`config.mk`:
```
export PLATFORM = sky130hd
export DESIGN_NAME = captura_producto
export DESIGN_NICKNAME = d
export VERILOG_FILES = /design/src/rtl/captura_producto.sv
export SDC_FILE = /design/constraint.sdc
export NUM_CORES = 1
export LEC_CHECK = 0
export ABC_AREA = 1
export CAP_MARGIN = 20
export CORE_MARGIN = 1
export CORE_UTILIZATION = 50
export CTS_CLUSTER_SIZE = 14
export DETAILED_ROUTE_END_ITERATION = 8
export MAX_ROUTING_LAYER = met4
export PLACE_DENSITY = 0.69
export RECOVER_POWER = 100
export SYNTH_ARGS = -nofsm -noshare
export SYNTH_HDL_FRONTEND = slang
export SYNTH_SLANG_ARGS = --single-unit
export TNS_END_PERCENT = 30
```
`constraint.sdc`:
```
create_clock -name clk -period 6.2 [get_ports clk]
set_input_delay 1.24 -clock clk [delete_from_list [all_inputs] [get_ports clk]]
set_output_delay 1.24 -clock clk [all_outputs]
set_load 0.01 [all_outputs]
```
`src/rtl/captura_producto.sv`:
```
// Result-capture stage behind the iterative multiplier: completes the Done_Flag/ack
// handshake, queues each product in a show-ahead FIFO and keeps a running sum.
module captura_producto #(
    parameter int WIDTH     = 64,
    parameter int DEPTH     = 4,
    parameter int ACC_WIDTH = 72
) (
    input  logic                       clk,
    input  logic                       reset,
    input  logic [WIDTH-1:0]           producto,
    input  logic                       Done_Flag,
    output logic                       ack,
    input  logic                       rd_en,
    output logic [WIDTH-1:0]           dato,
    output logic                       vacio,
    output logic                       lleno,
    output logic [$clog2(DEPTH):0]     cuenta,
    input  logic                       clr_suma,
    output logic [ACC_WIDTH-1:0]       suma,
    output logic                       desborde
);

    localparam int PW = $clog2(DEPTH);
    localparam int CW = PW + 1;

    localparam logic [0:0] ESPERA = 1'b0;
    localparam logic [0:0] ACK    = 1'b1;

    logic [0:0]           state_q, state_d;
    logic [WIDTH-1:0]     mem_q [DEPTH];
    logic [PW-1:0]        wr_ptr_q, wr_ptr_d;
    logic [PW-1:0]        rd_ptr_q, rd_ptr_d;
    logic [CW-1:0]        cuenta_q, cuenta_d;
    logic [ACC_WIDTH-1:0] suma_q, suma_d;
    logic                 desborde_q, desborde_d;

    logic                 captura;
    logic                 pop;
    logic [ACC_WIDTH:0]   suma_ext;

    assign vacio = (cuenta_q == '0);
    assign lleno = (cuenta_q == CW'(DEPTH));

    // Push uses the registered full flag, so a same-cycle pop never makes room for it.
    assign captura = (state_q == ESPERA) && Done_Flag && !lleno;
    assign pop     = rd_en && !vacio;

    assign suma_ext = {1'b0, suma_q} + {{(ACC_WIDTH + 1 - WIDTH){1'b0}}, producto};

    always_comb begin
        state_d    = state_q;
        wr_ptr_d   = wr_ptr_q;
        rd_ptr_d   = rd_ptr_q;
        cuenta_d   = cuenta_q;
        suma_d     = suma_q;
        desborde_d = desborde_q;

        case (state_q)
            ESPERA:  if (captura) state_d = ACK;
            ACK:     if (!Done_Flag) state_d = ESPERA;
            default: state_d = ESPERA;
        endcase

        if (captura) wr_ptr_d = wr_ptr_q + PW'(1);
        if (pop)     rd_ptr_d = rd_ptr_q + PW'(1);

        if (captura && !pop)      cuenta_d = cuenta_q + CW'(1);
        else if (!captura && pop) cuenta_d = cuenta_q - CW'(1);

        // A clear coinciding with a capture restarts the sum from this product.
        if (clr_suma) begin
            suma_d     = captura ? {{(ACC_WIDTH - WIDTH){1'b0}}, producto} : '0;
            desborde_d = 1'b0;
        end else if (captura) begin
            suma_d     = suma_ext[ACC_WIDTH-1:0];
            desborde_d = desborde_q | suma_ext[ACC_WIDTH];
        end
    end

    always_ff @(posedge clk) begin
        if (!reset) begin
            state_q    <= ESPERA;
            wr_ptr_q   <= '0;
            rd_ptr_q   <= '0;
            cuenta_q   <= '0;
            suma_q     <= '0;
            desborde_q <= 1'b0;
        end else begin
            state_q    <= state_d;
            wr_ptr_q   <= wr_ptr_d;
            rd_ptr_q   <= rd_ptr_d;
            cuenta_q   <= cuenta_d;
            suma_q     <= suma_d;
            desborde_q <= desborde_d;
        end
    end

    always_ff @(posedge clk) begin
        if (reset && captura) mem_q[wr_ptr_q] <= producto;
    end

    assign ack      = (state_q == ACK);
    assign dato     = vacio ? '0 : mem_q[rd_ptr_q];
    assign cuenta   = cuenta_q;
    assign suma     = suma_q;
    assign desborde = desborde_q;

endmodule
```
# ---- Yosys cells after proc, flatten, opt, wreduce, memory -nomap -nowiden
# Memories as Yosys holds them, arrays and structs flattened. A register that Yosys moved wholly into a read port is not among the register bits.
# Cells that the tools add are included.
dict set report totals {
  regBits 81
  ram_bits 256
  input_bits 69
  out_inout_bits 143
  wordCells 43
  mem_count 1
}
dict set report classes {
  add_sub_neg 5
  eq_ne 1
  muxes 13
  n_bitwise 3
  n_reduce_logical 14
}
# name words width rd rd_ports_with_merged_regs wr line
set memory_table {}
lappend memory_table {mem_q 4 64 1 1 1 30} ;# logic [WIDTH-1:0] mem_q [DEPTH];
# op count
set ops {}
lappend ops {{2-to-1 mux 72 bit} 2}
lappend ops {{2-to-1 mux 64 bit} 2}
lappend ops {{adder 72 x 64 -> 73 bit} 1}
lappend ops {{logical AND 1 bit} 6}
lappend ops {{2-to-1 mux 3 bit} 2}
lappend ops {{adder 2 x 1 -> 2 bit, second input constant} 2}
lappend ops {{logical NOT 1 bit} 4}
lappend ops {{2-to-1 mux 1 bit} 4}
lappend ops {{2-to-1 mux 2 bit} 2}
lappend ops {{nonzero test 2 bit} 2}
lappend ops {{adder 3 x 1 -> 3 bit, second input constant} 1}
lappend ops {{equality test 3 bit, second input constant} 1}
lappend ops {{logical NOT 3 bit} 1}
lappend ops {{subtractor 3 x 1 -> 3 bit, second input constant} 1}
lappend ops {{NOT 1 bit} 2}
lappend ops {{one-hot mux 1 bit (2 select lines)} 1}
lappend ops {{OR reduction 2 bit} 1}
lappend ops {{bitwise OR 1 bit} 1}

# ---- Depth between registers and ports, before layout
dict set report logic_depth {
  depth_word 7
  depth_mapped 18
  ltp_nobuf 18
}

# ---- Least setup slack after synthesis
# No wires, ideal clock.
dict set report synth_path {
  kind {input -> register}
  start {input Done_Flag}
  end {memory mem_q[0][0], enable pin}
  setup_time_ns 0.486
  arrival_ns 4.764
  required_ns 5.714
  setup_slack_ns 0.950
  path_stages 7
  n_path_buf 1
  path_cell_list {inv_1 nor3_4 inv_2 buf_2 nor2_1 inv_2 nor2_1}
}
dict set report synth_via {
  elab_chain_cells 5
}
# item line
set synth_rtl {}
lappend synth_rtl {{start, declared} 11} ;# input logic Done_Flag,
lappend synth_rtl {{logical AND 1 bit (2 in series)} 45} ;# assign captura = (state_q == ESPERA) && Done_Flag && !lleno;
lappend synth_rtl {{logical AND 1 bit} 99} ;# if (reset && captura) mem_q[wr_ptr_q] <= producto;
lappend synth_rtl {{2-to-1 mux 1 bit} 99}
lappend synth_rtl {{2-to-1 mux 1 bit (not written as such)} 99}
lappend synth_rtl {{end, declared} 30}
# Every way passes these cells.

# ---- Worst setup path in the final report
dict set report layout_path {
  start {input Done_Flag}
  end {memory mem_q[1][14], enable pin}
}
# The elaborated chain is that of the path after synthesis.

==> summary.md <==
| Metric | Value |
|---|---|
| Gr usage total | `31.25%` |
| Post-Synth Simple-Gate Area | `26.71%` |
| Die width | `199.4 um` |
| Worst Hold Class | `reg2reg` |
| Main combinational cell family by area after synthesis | `simple AND/OR/NAND/NOR gates` |
| Hold-fix buffers at CTS | `0` |
| Syn_nets | `2678` |
| Post-synth ARST share | `0%` |
| Main synth FF type | `edfxtp_1` |
| Max VDD drop | `0.5088 mV` |
| Achievable Freq | `200.7 MHz` |
| Synth top area cells | `edfxtp_1 (39%), nand2_1 (12%), nor2_1 (8.9%)` |
| Share of layout cells above drive strength 1 | `5.942%` |
| Synth Area in Adders | `4.635%` |
| MaxCap Viol Count | `4` |
| Power share of the clock group | `27.1%` |
| Mux cell area share after synthesis | `0%` |
| Hold slack | `473.2 ps` |
| Fin crit share | `80.38%` |
| Clk buf depth | `3` |
| Clk_skew | `23.47 ps` |
| Failing checks | `capacitance limit, slew limit` |
| Clock sink count | `339` |
| Die area | `39780 um^2` |
| LEAKAGE | `10.02 nW` |
| DP Wirelength | `43340 um` |
| Post-CTS setup buffer count | `0` |
| Multi-input gate area | `8706 um^2` |
| Area of the mapped netlist | `19490 um^2` |
| Worst EP required | `6350 ps` |
| Final net count | `2859` |
| Yosys top cell area share | `39.44%` |
| Slew headroom | `-38.13%` |
| Tot Pwr | `0.007454 W` |
| Vias in the first global route | `16437` |
| TNS Setup | `0 ps` |
| Compound-Gate Fraction of Synth Area | `11.82%` |
| Routed wire length per instance | `18.29 um` |
| Hold Vio Cnt, Final | `0` |
| Initial Util | `51.26%` |
| Internal Power | `0.004754 W` |
| Initial DRC count | `1299` |
| Mapped Cells | `2538` |
| Yosys reg bits | `339` |
| Num rows | `71` |
| Net Sw Power | `0.002700 W` |
| Final Util | `60.81%` |
| Clock Latency Late Sink | `550 ps` |
| Endpoints failing setup | `0` |
| Number of port buffers | `211` |
| Register area | `9354 um^2` |
| CTS root buffer | `clkbuf_16` |
| RSZ-0062 raised after global routing | `no` |
| YS warnings | `0` |
| Worst Max-Slew Pin Slew | `2072 ps` |
| DRC errors left | `0` |
| Leading area contributor after synthesis | `edfxtp_1` |
| RePlAce Congestion | `0.9989` |
| Routed WL | `59520 um` |
| I/O pin total | `212` |
| Power Density | `322.4 nW/um^2` |
| Sequential Power Share | `36.9%` |
| Setup WS post-layout | `1217 ps` |
| Sw frac | `36.23%` |
| Post-synthesis sequential area ratio | `47.97%` |
| Via count | `17299` |
| CP Class | `in2reg` |
| Largest net degree at the start of global routing | `83` |
| CTS H-tree depth | `2` |
| Critical Path AT | `5130 ps` |
| Initial antenna violation count | `2` |
| Placeable Area | `38020 um^2` |
| Synth cell types | `40` |
| Filler instances | `3511` |
| Post-synth EDFFs | `256` |
| Clock slew at reported path FFs | `60 ps` |
| Die Y | `199.4 um` |
| Status | `finished with violations` |
| Resize count post-CTS | `0` |
| Via density | `5.315` |
| Critical Path Source Type | `primary input` |
| Mean Syn Cell Area | `7.680 um^2` |
| CTS buffer count | `36` |
| Overflow after GRT | `0` |
| Setup WS pre-CTS | `1935 ps` |
| Slew Viols, Final | `191` |
| Crit path capture type | `flip-flop` |
| Antenna-violating nets left | `0` |
| Syn-to-layout area delta | `18.63%` |
| CTS tree | `built` |
| Comb pwr share | `36.0%` |
| Global-route wire length before repair | `91780 um` |
| 1st-pass router iterations | `6` |
| Minimum clock period | `4984 ps` |
| Crit path max fanout | `64` |
| Post-Synth XOR/XNOR Area | `1.438%` |
-- cell usage after synthesis, types with 6 or more instances --
master      n
a21oi_1   168
buf_1      17
buf_2       8
clkbuf_1   54
dfxtp_1    83
edfxtp_1  256
ha_1       69
inv_1     269
inv_2      27
nand2_1   617
nand2_2    28
nand3_1    88
nand3_2     7
nor2_1    462
nor2_2     18
nor2_4      6
nor3_1     19
o21ai_0   252
o21ai_1    15
o21bai_1    6
xor2_1     31
-- cells by family after synthesis --
family / count (synthesis)
buf+inv: 379
xor+xnor: 32
compound gates: 450
fa+ha+maj: 71
simple gates: 1267
flops: 339
-- worst paths after layout --
check,start,endpoint,slack (ps),cells after the start
max,Done_Flag,mem_q[1][14],1220,8
max reg2reg,cuenta[0],mem_q[1][14],1930,7
min,suma[42],suma[42],470,2
min reg2reg,suma[42],suma[42],470,2
-- power by group through the flow --
stage | Clock [W] | Sequential [W] | Combinational, W
floorplan | 0 | 0.00278 | 0.00157
global placement | 0 | 0.00280 | 0.00275
detailed placement | 0 | 0.00280 | 0.00279
CTS | 0.00205 | 0.00276 | 0.00281
global route | 0.00214 | 0.00277 | 0.00296
finish | 0.00202 | 0.00275 | 0.00268
-- sequential cells by signal, summed over array words and instances, names as in the netlist, named ones only --
| register | cells |
|---|---|
| suma | 72 |
| rd_ptr_q | 2 |
| wr_ptr_q | 2 |
| ack | 1 |
| cuenta | 3 |
| mem_q | 256 |
| desborde | 1 |
-- through the flow --
step / area, um^2 / instances
6_report: 23120 / 3255
5_1_grt: 23120 / 3255
4_1_cts: 23150 / 3254
3_5_place_dp: 22070 / 3192
3_3_place_gp: 22050 / 3191
2_1_floorplan: 19490 / 2538
-- worst max-delay path, stage by stage --
cell	delay (ps)
dlygate4sd3_1	540
inv_1	40
nor3_1	1570
clkinv_1	300
nor2_1	170
inv_1	220
nor2_4	140
buf_4	730
-- cells in the final DEF, fill, tap and decap left out, types with 3 or more instances in the layout --
cell / instances
a21oi_1: 168
buf_4: 11
clkbuf_1: 10
clkbuf_16: 37
clkdlybuf4s50_1: 6
clkinv_1: 7
clkinv_2: 3
dfxtp_1: 81
dlygate4sd3_1: 204
edfxtp_1: 256
ha_1: 69
inv_1: 268
inv_2: 27
nand2_1: 619
nand2_2: 26
nand3_1: 88
nand3_2: 7
nand4_1: 5
nor2_1: 459
nor2_2: 17
nor2_4: 10
nor3_1: 19
nor3_2: 5
nor4_1: 3
o21ai_0: 253
o21ai_1: 14
o21bai_1: 6
xor2_1: 31
-- per-layer routing --
metal / share of wire [%] / routed length, um / track usage [%] / up-vias
li1: - / - / - / 8612
met1: 47 / 27690 / 43.51 / 8058
met2: 45 / 26550 / 47.45 / 558
met3: 6.8 / 4048 / 5.063 / 71
met4: 2.1 / 1233 / 8.029 / 0
met5: 0 / 0 / - / -
-- final cells by class --
type	instances	area share, %
Tap cell	511	2.765
Sequential cell	339	40.45
Clock buffer	47	4.210
Antenna cell	1	0.01082
Multi-Input combinational cell	1820	37.65
Timing Repair Buffer	226	9.616
Clock inverter	15	0.4870
Inverter	296	4.805
No activity file was read; power rests on OpenSTA's default activity.
